[src/rtl/smb_bidir_bypass_ch.sv]
// N_CH independent open-drain bypass channels between side A and side B.
// Each channel has a synchroniser, a glitch filter, an ownership FSM, a hold-off and a stuck-low timeout.
module smb_bidir_bypass_ch #(
  parameter int N_CH        = 4,
  parameter int FILTER_LEN  = 3,
  parameter int HOLDOFF_CYC = 4,
  parameter int TIMEOUT_CYC = 50000
) (
  input  logic            iClk,
  input  logic            iRst_n,
  input  logic [N_CH-1:0] iEnable,
  input  logic [N_CH-1:0] iA_in,
  input  logic [N_CH-1:0] iB_in,
  output logic [N_CH-1:0] oA_drive_low,
  output logic [N_CH-1:0] oB_drive_low,
  input  logic [N_CH-1:0] iClrStuck,
  output logic [N_CH-1:0] oStuck,
  output logic [N_CH-1:0] oBusy
);

  localparam int TW = $clog2(TIMEOUT_CYC + 1);
  localparam logic [TW-1:0] T_MAX  = TW'(TIMEOUT_CYC);
  localparam logic [TW-1:0] T_LAST = TW'(TIMEOUT_CYC - 1);
  localparam logic [3:0]    F_LEN  = 4'(FILTER_LEN);
  localparam logic [7:0]    H_LEN  = 8'(HOLDOFF_CYC);

  typedef enum logic [2:0] {IDLE, A_OWNS, B_OWNS, HOLDOFF, STUCK} state_t;

  function automatic logic [TW-1:0] sat_inc(input logic [TW-1:0] v);
    return (v == T_MAX) ? v : v + 1'b1;
  endfunction

  // Returns {next filtered level, next run counter}.
  function automatic logic [4:0] filt_step(input logic sync, input logic filt,
                                           input logic [3:0] cnt);
    logic [3:0] inc;
    inc = cnt + 4'd1;
    if (sync == filt)      return {filt, 4'd0};
    else if (inc == F_LEN) return {sync, 4'd0};
    else                   return {filt, inc};
  endfunction

  for (genvar i = 0; i < N_CH; i++) begin : g_ch
    logic [1:0]    sync_a, sync_b;
    logic          filt_a, filt_b;
    logic [3:0]    fcnt_a, fcnt_b;
    logic [4:0]    fstep_a, fstep_b;
    state_t        state, state_nx;
    logic          a_drv, b_drv, a_drv_nx, b_drv_nx;
    logic          busy, stuck, stuck_nx, stuck_set;
    logic [TW-1:0] tcnt, tcnt_nx;
    logic [7:0]    hcnt, hcnt_nx;

    assign fstep_a = filt_step(sync_a[1], filt_a, fcnt_a);
    assign fstep_b = filt_step(sync_b[1], filt_b, fcnt_b);

    // Stage p0/p1: two-flop synchroniser; filtered level follows after FILTER_LEN stable cycles
    always_ff @(posedge iClk or negedge iRst_n) begin
      if (!iRst_n) begin
        sync_a <= 2'b11;
        sync_b <= 2'b11;
        filt_a <= 1'b1;
        filt_b <= 1'b1;
        fcnt_a <= 4'd0;
        fcnt_b <= 4'd0;
      end else begin
        sync_a <= {sync_a[0], iA_in[i]};
        sync_b <= {sync_b[0], iB_in[i]};
        {filt_a, fcnt_a} <= fstep_a;
        {filt_b, fcnt_b} <= fstep_b;
      end
    end

    always_comb begin
      state_nx  = state;
      a_drv_nx  = 1'b0;
      b_drv_nx  = 1'b0;
      tcnt_nx   = tcnt;
      hcnt_nx   = hcnt;
      stuck_set = 1'b0;
      if (!iEnable[i]) begin
        state_nx = IDLE;
      end else begin
        case (state)
          IDLE: begin
            if (!filt_a) begin
              state_nx = A_OWNS;
              b_drv_nx = 1'b1;
              tcnt_nx  = '0;
            end else if (!filt_b) begin
              state_nx = B_OWNS;
              a_drv_nx = 1'b1;
              tcnt_nx  = '0;
            end
          end
          // The far side only echoes our own drive while we own the bus, so it is ignored.
          A_OWNS: begin
            tcnt_nx = sat_inc(tcnt);
            if (filt_a) begin
              state_nx = HOLDOFF;
              hcnt_nx  = H_LEN;
            end else if (tcnt >= T_LAST) begin
              state_nx  = STUCK;
              stuck_set = 1'b1;
            end else begin
              b_drv_nx = 1'b1;
            end
          end
          B_OWNS: begin
            tcnt_nx = sat_inc(tcnt);
            if (filt_b) begin
              state_nx = HOLDOFF;
              hcnt_nx  = H_LEN;
            end else if (tcnt >= T_LAST) begin
              state_nx  = STUCK;
              stuck_set = 1'b1;
            end else begin
              a_drv_nx = 1'b1;
            end
          end
          HOLDOFF: begin
            if (hcnt == 8'd0) state_nx = IDLE;
            else              hcnt_nx  = hcnt - 8'd1;
          end
          STUCK: begin
            if (filt_a && filt_b) state_nx = IDLE;
          end
          default: state_nx = IDLE;
        endcase
      end
      stuck_nx = stuck_set ? 1'b1 : (iClrStuck[i] ? 1'b0 : stuck);
    end

    // Stage p2: registered state, drives and flags
    always_ff @(posedge iClk or negedge iRst_n) begin
      if (!iRst_n) begin
        state <= IDLE;
        a_drv <= 1'b0;
        b_drv <= 1'b0;
        busy  <= 1'b0;
        stuck <= 1'b0;
        tcnt  <= '0;
        hcnt  <= 8'd0;
      end else begin
        state <= state_nx;
        a_drv <= a_drv_nx;
        b_drv <= b_drv_nx;
        busy  <= (state_nx != IDLE);
        stuck <= stuck_nx;
        tcnt  <= tcnt_nx;
        hcnt  <= hcnt_nx;
      end
    end

    assign oA_drive_low[i] = a_drv;
    assign oB_drive_low[i] = b_drv;
    assign oStuck[i]       = stuck;
    assign oBusy[i]        = busy;
  end

endmodule
[config.mk]
export PLATFORM = sky130hd
export DESIGN_NAME = smb_bidir_bypass_ch
export DESIGN_NICKNAME = d
export VERILOG_FILES = /design/src/rtl/smb_bidir_bypass_ch.sv
export SDC_FILE = /design/constraint.sdc
export NUM_CORES = 1
export LEC_CHECK = 0
export BUFFER_PORTS_ARGS = -buffer_cell sky130_fd_sc_hd__buf_2
export CAP_MARGIN = 20
export CORE_MARGIN = 2
export CORE_UTILIZATION = 55
export CTS_CLUSTER_DIAMETER = 100
export DETAILED_ROUTE_END_ITERATION = 12
export GPL_TIMING_DRIVEN = 0
export PLACE_DENSITY = 0.75
export SYNTH_ARGS = -nofsm -noshare
export SYNTH_HDL_FRONTEND = slang
export SYNTH_SLANG_ARGS = --single-unit
[constraint.sdc]
create_clock -name iClk -period 7.7 [get_ports iClk]
set_input_delay 1.54 -clock iClk [delete_from_list [all_inputs] [get_ports iClk]]
set_output_delay 1.54 -clock iClk [all_outputs]
set_load 0.01 [all_outputs]
==> out/results.tsv <==
stage	metric	value	unit
global_route	first-pass GRT wire length	31.4	mm
clock_network	post-CTS resize count	0	
hold_path	Hold Path Class	flip-flop to flip-flop	
synthesis	Async SR Flop Fraction	100	%
synthesis	Yosys warnings	0	
routing	antenna-violating nets left	0	
sta	Worst-Margin Slew	0.787	ns
clock_network	worst skew pair latency	0.42	ns
placed_design	detailed placement HPWL	12.4	mm
synthesis	most frequent cell after synthesis	dfrtp_1	
critical_path	most used cell, CP	a21oi_1	
cells_and_area	layout overhead on the synthesized area	10.8	%
pwr	P_int	2.07	mW
sta	min cycle time layout	3.20	ns
sta	Max-slew headroom	47.0	%
pwr	Psw	1.25	mW
synthesis	number of synthesized flops with an enable pin	0	
synthesis	Syn Nets	1072	
critical_path	Max FO, Critical Path	7	
critical_path	required time of the critical path	8.05	ns
sta	clock skew	0.00804	ns
synthesis	syn_area_per_cell	9.43	um^2
floorplanning	row cnt	48	
placed_design	port bufs	33	
critical_path	crit end category	flip-flop	
routing	Iter 0 DRT Violations	523	
floorplanning	Ports	34	
routing	final wirelength	18.0	mm
cells_and_area	fraction of layout cells with a size suffix above 1	13.5	%
sta	max-slew violations	0	
global_route	largest net degree at the start of global routing	105	
critical_path	Crit Path Category	primary input to flip-flop	
critical_path	kind of start point of the critical path	primary input	
sta	period utilization	41.6	%
clock_network	Post-CTS Setup Bufs	0	
clock_network	clk sinks	180	
sta	RSZ-0062 raised after global routing	false	
pwr	clock share of power	24.7	%
synthesis	Synth Cell Area	9640	um^2
placed_design	placed cells	1281	
global_route	initial antenna violation count	0	
global_route	vias in the first global route	6954	
run	Max-cap violations	0	
pwr	P_leak	4.76	nW
floorplanning	starting density of the core	55.9	%
run_status	status	finished clean	
synthesis	synth cell count leaders	156 x dfrtp_1, 121 x nor2_1, 82 x nand2_1, 57 x o21ai_0, 53 x inv_1	
synthesis	Synth cell types	72	
clock_network	CTS tree	built	
synthesis	Synth Instances	1022	
global_route	total gr overflow	0	
clock_network	Root Driver	clkbuf_16	
cells_and_area	Non-Filler Instances	1313	
sta	Setup TNS Final	0	ns
critical_path	Worst path max stage delay	0.66	ns
synthesis	FF+latch count, synth	180	
cells_and_area	Final #Nets	1125	
sta	final setup vio count	0	
floorplanning	Die Y	136	um
floorplanning	Die X-Extent	136	um
clock_network	Post-CTS Hold Fix Bufs	0	
synthesis	synth top area cells	dfrtp_1 41%, dfstp_2 6.5%, nor2_1 4.7%	
critical_path	Crit path arrival time	3.55	ns
floorplanning	area of the die	18600	um^2
sta	Final Hold Viols	0	
critical_path	Cell Chain, Critical Path	buf_2 -> or2b_2 -> a21oi_1 -> a21oi_1 -> or4_2 -> a21oi_1	
routing	via count	7414	
cells_and_area	Finished Core Util	61.9	%
synthesis	largest area contributor in the netlist	dfrtp_1	
pwr	Flop pwr share	39.8	%
cells_and_area	# diodes	0	
sta	max frequency	0.312	GHz
pwr	worst vdd ir	187	uV
pwr	combinational share of power	35.5	%
clock_network	Max clock buf depth	2	
global_route	Overall Global Routing Usage	20.7	%
clock_network	CTS Buf Count	17	
synthesis	Synth top area share	40.5	%
synthesis	sequential fraction of the synthesis area	47.0	%
routing	DR WL/cell	13.7	um
pwr	Power Density	311	nW/um^2
routing	Post-route DRC	0	
synthesis	ys flop type	dfrtp_1	
routing	drt pass-1 iters	5	
floorplanning	core footprint	17200	um^2
clock_network	Worst-path clk slew	0.07	ns
routing	vias per inst	5.65	
placed_design	Final GP Congestion	0.839	
clock_network	# H-tree levels	4	
critical_path	CP max stage cell	or4_2	
pwr	Sw Share	37.6	%
[final timing paths]
kind                                         startpoint                           to  slack [ns]  cells after the start
hold / removal              g_ch[0].sync_a[0]$_DFF_PN1_  g_ch[0].sync_a[1]$_DFF_PN1_        0.36                      0
setup reg to reg           g_ch[0].tcnt[11]$_DFFE_PN0P_  g_ch[0].tcnt[4]$_DFFE_PN0P_        4.83                      7
min in group asynchronous                        iRst_n  g_ch[3].hcnt[7]$_DFFE_PN0P_        1.06                      1
hold reg to reg             g_ch[0].sync_a[0]$_DFF_PN1_  g_ch[0].sync_a[1]$_DFF_PN1_        0.36                      0
max in group asynchronous                        iRst_n  g_ch[2].sync_a[1]$_DFF_PN1_        5.73                      2
setup / recovery                             iEnable[3]  g_ch[3].hcnt[7]$_DFFE_PN0P_        4.50                      6
[critical path: cells and delay by family]
kind,cells,cell delay [ns]
AO/OA/AOI/OAI,3,0.91
AND/OR/NAND/NOR,2,1.00
buffers and inverters,1,0.10
[per-layer routing]
metal | wire [um] | vias up | global-route usage, %
li1 | - | 3710 | -
met1 | 8640 | 3570 | 28.7
met2 | 8560 | 119 | 33.1
met3 | 589 | 15 | 4.29
met4 | 184 | 0 | 6.02
met5 | 0 | - | 0
[layout make-up]
cell class                      instances  area (um^2)
Buffer                                 51          270
Clock buffer                           18          439
Clock inverter                         14          115
Fill cell                            1422         6560
Inverter                               53          199
Multi-Input combinational cell        738         4630
Sequential cell                       180         4530
Tap cell                              225          282
Timing Repair Buffer                   34          203
[cell families after synthesis]
family	synth area share [%]
flops	47.0
compound gates	13.6
simple gates	22.6
xor+xnor	6.36
fa+ha+maj	4.15
mux	1.35
buf+inv	4.87
[cells in the final DEF, fill, tap and decap left out, types with 10 or more instances in the layout]
cell type  instances
or3_1             14
a31oi_1           13
xor2_1            40
nand2_1           82
nor4_1            10
ha_1              32
nor3_1            28
o31ai_1           19
inv_1             53
or2_2             12
xnor2_1           30
clkbuf_1          27
buf_2             34
o211ai_1          14
dfrtp_1          156
o21ai_0           57
dfstp_2           24
nand2b_1          20
a21oi_1           35
nand3_1           35
buf_4             16
and3_1            13
nor2_1           121
clkbuf_16         17
or4_1             13
nand4_1           21
[power groups by stage]
stage	logic (mW)	registers, mW	clock network [mW]
finish	1.18	1.32	0.820
CTS	1.18	1.32	0.841
detailed placement	1.17	1.34	0
global route	1.35	1.36	0.879
global placement	1.14	1.33	0
floorplan	0.923	1.29	0
[registers in the layout, indices dropped and copies added (netlist names)]
signal,flops
g_ch.a_drv,4
g_ch.fcnt_a,16
g_ch.filt_a,4
g_ch.filt_b,4
g_ch.busy,4
g_ch.sync_a,8
g_ch.stuck,4
g_ch.hcnt,32
g_ch.state,12
g_ch.fcnt_b,16
g_ch.b_drv,4
g_ch.tcnt,64
g_ch.sync_b,8
[through the flow]
step                      area (um^2)  setup slack, ns  power, mW  hold slack, ns
after CTS                       10700             4.51       3.35           0.357
after floorplan                  9640             4.53       2.22           0.345
after detailed placement        10100             4.07       2.51           0.347
after global placement          10100             2.21       2.46           0.346
after global routing            10700             4.38       3.59           0.360
final                           10700             4.50       3.32           0.356
(Power assumes the default switching activity.)
